`config.mk`:
```
export PLATFORM = sky130hd
export DESIGN_NAME = seg7_scan_driver
export DESIGN_NICKNAME = d
export VERILOG_FILES = /design/src/rtl/seg7_scan_driver.sv
export SDC_FILE = /design/constraint.sdc
export NUM_CORES = 1
export LEC_CHECK = 0
export BUFFER_PORTS_ARGS = -buffer_cell sky130_fd_sc_hd__buf_2
export CAP_MARGIN = 20
export CORE_MARGIN = 2
export CORE_UTILIZATION = 62
export CTS_CLUSTER_SIZE = 25
export DETAILED_ROUTE_END_ITERATION = 8
export GPL_TIMING_DRIVEN = 0
export HOLD_SLACK_MARGIN = 0.02
export PLACE_DENSITY = 0.85
export SLEW_MARGIN = 30
export SYNTH_ARGS = -nofsm -noshare
export SYNTH_HDL_FRONTEND = slang
export SYNTH_SLANG_ARGS = --single-unit
```
`constraint.sdc`:
```
create_clock -name clk -period 6 [get_ports clk]
set_clock_uncertainty 0.15 [all_clocks]
set_input_delay 0.3 -clock clk [delete_from_list [all_inputs] [get_ports clk]]
set_output_delay 0.3 -clock clk [all_outputs]
set_load 0.03 [all_outputs]
```
`src/rtl/seg7_scan_driver.sv`:
```
// ---------------------------------------------------------------------------
// seg7_scan_driver
//
// Time-multiplexed driver for a 4-digit common-anode seven-segment display.
// Each digit is lit for REFRESH_DIV clocks, separated by GAP_CYCLES clocks
// with every anode off to prevent ghosting. The input word, decimal points
// and blanking mode are sampled once per frame when digit 0 comes up, so a
// frame never mixes two input values. All pin outputs come straight from
// flops that load on the same edge as the scan state change.
//
// Ports:
//   clk      - system clock
//   clr      - asynchronous active-high reset; display goes dark at once
//   value    - four hex digits, digit k = value[4k+3:4k], digit 0 rightmost
//   dp_in    - decimal point request per digit, active-high
//   blank_lz - 1 = blank leading zero digits (digit 0 is always shown)
//   an       - anode enables, active-low, an[k] = digit k
//   seg      - cathodes {g,f,e,d,c,b,a}, active-low
//   dp       - decimal point cathode, active-low
// ---------------------------------------------------------------------------
module seg7_scan_driver #(
    parameter int REFRESH_DIV = 100000,
    parameter int GAP_CYCLES  = 64
) (
    input  logic        clk,
    input  logic        clr,
    input  logic [15:0] value,
    input  logic [3:0]  dp_in,
    input  logic        blank_lz,
    output logic [3:0]  an,
    output logic [6:0]  seg,
    output logic        dp
);

    localparam int PW = $clog2(REFRESH_DIV);
    localparam int GW = $clog2(GAP_CYCLES + 1);
    localparam logic [PW-1:0] PRESC_LAST = PW'(REFRESH_DIV - 1);
    localparam logic [GW-1:0] GAP_LAST   = GW'(GAP_CYCLES - 1);

    typedef enum logic {
        ST_GAP  = 1'b0,
        ST_SHOW = 1'b1
    } state_t;

    state_t          state_q, state_d;
    logic [1:0]      idx_q, idx_d;
    logic [PW-1:0]   presc_q, presc_d;
    logic [GW-1:0]   gap_q, gap_d;
    logic [15:0]     value_q, value_d;
    logic [3:0]      dp_q, dp_d;
    logic            blz_q, blz_d;
    logic [3:0]      an_q, an_d;
    logic [6:0]      seg_q, seg_d;
    logic            dpo_q, dpo_d;

    // Active-low gfedcba encoding of one hex nibble.
    function automatic logic [6:0] hex_to_seg(input logic [3:0] nib);
        logic [6:0] s;
        case (nib)
            4'h0: s = 7'h40;
            4'h1: s = 7'h79;
            4'h2: s = 7'h24;
            4'h3: s = 7'h30;
            4'h4: s = 7'h19;
            4'h5: s = 7'h12;
            4'h6: s = 7'h02;
            4'h7: s = 7'h78;
            4'h8: s = 7'h00;
            4'h9: s = 7'h10;
            4'hA: s = 7'h08;
            4'hB: s = 7'h03;
            4'hC: s = 7'h46;
            4'hD: s = 7'h21;
            4'hE: s = 7'h06;
            default: s = 7'h0E;
        endcase
        return s;
    endfunction

    // The digit about to be lit. When it is digit 0 the frame latch loads on
    // the same edge, so the display data must bypass the latch and come
    // straight from the inputs; otherwise it comes from the latched frame.
    logic [1:0]  next_idx;
    logic        frame_start;
    logic [15:0] sel_value;
    logic [3:0]  sel_dp;
    logic        sel_blz;
    logic [3:0]  blank_vec;
    logic [3:0]  show_an;
    logic [6:0]  show_seg;
    logic        show_dp;

    assign next_idx    = idx_q + 2'd1;
    assign frame_start = (next_idx == 2'd0);
    assign sel_value   = frame_start ? value    : value_q;
    assign sel_dp      = frame_start ? dp_in    : dp_q;
    assign sel_blz     = frame_start ? blank_lz : blz_q;

    // Digit k is a leading zero when it and every digit above it are zero.
    assign blank_vec[0] = 1'b0;
    generate
        for (genvar gi = 1; gi < 4; gi++) begin : g_blank
            assign blank_vec[gi] = sel_blz & (sel_value[15:4*gi] == '0);
        end
    endgenerate

    always_comb begin
        show_an  = ~(4'b0001 << next_idx);
        show_seg = hex_to_seg(sel_value[{next_idx, 2'b00} +: 4]);
        show_dp  = ~sel_dp[next_idx];
        if (blank_vec[next_idx]) begin
            show_an  = 4'b1111;
            show_seg = 7'h7F;
            show_dp  = 1'b1;
        end
    end

    always_comb begin
        state_d = state_q;
        idx_d   = idx_q;
        presc_d = presc_q;
        gap_d   = gap_q;
        value_d = value_q;
        dp_d    = dp_q;
        blz_d   = blz_q;
        an_d    = an_q;
        seg_d   = seg_q;
        dpo_d   = dpo_q;
        case (state_q)
            ST_SHOW: begin
                if (presc_q == PRESC_LAST) begin
                    presc_d = '0;
                    state_d = ST_GAP;
                    an_d    = 4'b1111;
                    seg_d   = 7'h7F;
                    dpo_d   = 1'b1;
                end else begin
                    presc_d = presc_q + 1'b1;
                end
            end
            default: begin
                if (gap_q == GAP_LAST) begin
                    gap_d   = '0;
                    idx_d   = next_idx;
                    state_d = ST_SHOW;
                    an_d    = show_an;
                    seg_d   = show_seg;
                    dpo_d   = show_dp;
                    if (frame_start) begin
                        value_d = value;
                        dp_d    = dp_in;
                        blz_d   = blank_lz;
                    end
                end else begin
                    gap_d = gap_q + 1'b1;
                end
            end
        endcase
    end

    always_ff @(posedge clk or posedge clr) begin
        if (clr) begin
            state_q <= ST_GAP;
            idx_q   <= 2'd3;
            presc_q <= '0;
            gap_q   <= '0;
            value_q <= '0;
            dp_q    <= '0;
            blz_q   <= 1'b0;
            an_q    <= 4'b1111;
            seg_q   <= 7'h7F;
            dpo_q   <= 1'b1;
        end else begin
            state_q <= state_d;
            idx_q   <= idx_d;
            presc_q <= presc_d;
            gap_q   <= gap_d;
            value_q <= value_d;
            dp_q    <= dp_d;
            blz_q   <= blz_d;
            an_q    <= an_d;
            seg_q   <= seg_d;
            dpo_q   <= dpo_d;
        end
    end

    assign an  = an_q;
    assign seg = seg_q;
    assign dp  = dpo_q;

endmodule
```
==> flow_summary.toml <==
[cells_and_area]
syn_to_final_growth_pct = 14.76
drive_above_1_share_pct = 27.33
final_cell_mix = "46 x dfrtp_1, 35 x buf_2, 23 x nor2_1"
nNetsFinal = 363
num_antenna_cells = 0
fill_cells = 376
final-instance-count-excl-fill = 403
final_common_cell = "dfrtp_1"
fin_util_pct = 73.59
fin_area_um2 = 3735

[placement]
placedCellCount = 385
placed_area_um2 = 3542
routabilityCongestion = 0.8077
port_buffers = 34
place_ws_ns = 2.864
dp_hpwl_um = 4720

[critical_path]
slowest_stage = "dfstp_2"
rrSetupSlack_ns = 2.83
cp-start-kind = "flop"
cp_cell_sequence = "buf_2, inv_2, ha_1, clkbuf_1, mux4_2, ha_1, nand3_1, o211ai_1, o32a_1"
critPathMostFrequentCell = "ha_1"
r2r_cells = 9
cp-end-kind = "flop"
arrival_ns = 3.30
reg2reg_from = "idx_q[0]"
r2r_end = "seg[3]"
crit_type = "flop to flop"
cp.required_ns = 6.12
slowest_delay_ns = 0.54
cp_max_fo = 8

[detailed_routing]
wl_um = 6369
drt_iter0_drc = 178
wl_met1_um = 2961
met3_length_um = 245
drt_pass1_iterations = 4
vias = 2344
antenna_left = 0
top_layer = "met4"
wire_per_inst_um = 15.80
drc = 0
wl_met2_um = 3017
routed_via_density = 5.816

[grt]
grt_max_degree = 48
antenna_found_initial = 0
grt_pass1_wl_um = 11120
grt.total_usage_pct = 24.41
grt_overflow_total = 0
grt_pass1_vias = 2335

[synthesis]
synth_flop_cell = "dfrtp_1"
syn_area_um2 = 3254
synth_area_leader_cell = "dfrtp_1"
syn_avg_cell_area_um2 = 11.62
ys_top_cells_by_area = "dfrtp_1 35%, dfstp_2 11%, mux2i_1 5.8%"
synth-edff-count = 0
ys_warn_count = 0
synth_cell_types = 50
synth_seq_area_share_pct = 46.67
async_reset_ff_share_pct = 100.0
netlist_instances = 280
ys_ff_latch = 60
synth_top_area_share_pct = 35.37
syn-num-nets = 315

[timing]
setup_ws_ns = 2.825
max_freq_mhz = 315.0
min_period_ns = 3.175
fin_crit_sh_pct = 52.92
slew_headroom_pct = 48.34
tightest_slew_ns = 0.7679
finalHoldViolCount = 0
tns_ns = 0
grt_setup_unrepaired = "no"
drv_slew = 0
hold_ws_ns = 0.03578
setup_violations = 0

[pwr]
ir_worst_vdd_mv = 0.1766
cellPowerDensity_nw_per_um2 = 205.6
p_total_uw = 767.7
p_leak_nw = 1.608

[clock_network]
path_clk_slew_ns = 0.06
cts-root-buf = "clkbuf_8"
clock-sinks = 60
clock_latency_ns = 0.34
cts_tree = "built"
clock_path_buffers = 2
cts_resized = 0
cts_buffers = 9
h-tree-depth = 3

[floorplan]
num_rows = 26
dieHeight_um = 76.45
ios = 35
core_um2 = 5075
initial_core_util_pct = 64.13
die_x_um = 76.45
dieArea_um2 = 5845

[run]
max-cap-violations = 0

[worst_hold_path]
hold_start = "blank_lz"
min_to = "blz_q"
hp-class = "input pin to flop"
min_path_cells = 2

[status]
status = "finished, final reports clean"
[power by group]
part / switching [mW] / internal, mW
Clock: 0.154 / 0.172
Sequential: 0.00302 / 0.410
Combinational: 0.0157 / 0.0138
[registers in the layout, summed over array words and instances (netlist names)]
name and cells:
an 4, blz_q 1, dp 1, dp_q 4, gap_q 7, idx_q 2, presc_q 17, seg 7
state_q 1, value_q 16
[layer usage]
layer / track usage [%] / vias to the layer above
li1: - / 1118
met1: 33.47 / 1161
met2: 37.61 / 53
met3: 3.910 / 12
met4: 13.09 / 0
met5: 0 / -
[cells in the mapped netlist, types with 9 or more instances]
master / count
nand2_1: 12
mux2_1: 14
dfstp_2: 14
mux2i_1: 19
xnor2_1: 13
inv_1: 9
ha_1: 12
nor2_1: 23
a21oi_1: 10
nand3_1: 12
dfrtp_1: 46
[layout make-up]
class	instances	area [um^2]	area share, %
Multi-Input combinational cell	197	1613	43.18
Timing Repair Buffer	37	217.7	5.829
Inverter	12	47.55	1.273
Buffer	11	77.57	2.077
Clock buffer	14	162.7	4.355
Sequential cell	60	1519	40.67
Tap cell	70	87.58	2.345
Clock inverter	2	10.01	0.2680
[worst max-delay path: cells and delay by family, from the launching register on]
family / cells / cell delay (ns)
fa+ha+maj: 2 / 0.60
buf+inv: 3 / 0.69
flops: 1 / 0.54
simple gates: 1 / 0.10
mux: 1 / 0.46
compound gates: 2 / 0.56
[worst max-delay path by stage]
stage,endpoint,from,slack [ns]
floorplan,seg[0],idx_q[0],3.21
global placement,seg[3],idx_q[0],2.91
detailed placement,seg[3],idx_q[0],2.86
CTS,seg[3],idx_q[0],2.84
global route,seg[0],idx_q[0],2.62
finish,seg[3],idx_q[0],2.83
[logic make-up after synthesis]
family | Yosys count | share of synthesized area [%]
mux | 43 | 16.65
compound gates | 41 | 9.766
simple gates | 83 | 13.69
xor+xnor | 18 | 4.844
buf+inv | 23 | 3.767
fa+ha+maj | 12 | 4.613
flops | 60 | 46.67
[timing repair]
action / CTS / global route
hold buffers: 2 / 0
buffers inserted: 0 / 0
endpoints found under the hold margin: 47 / 0
setup endpoints to repair: 0 / 0
(Power assumes the default switching activity.)
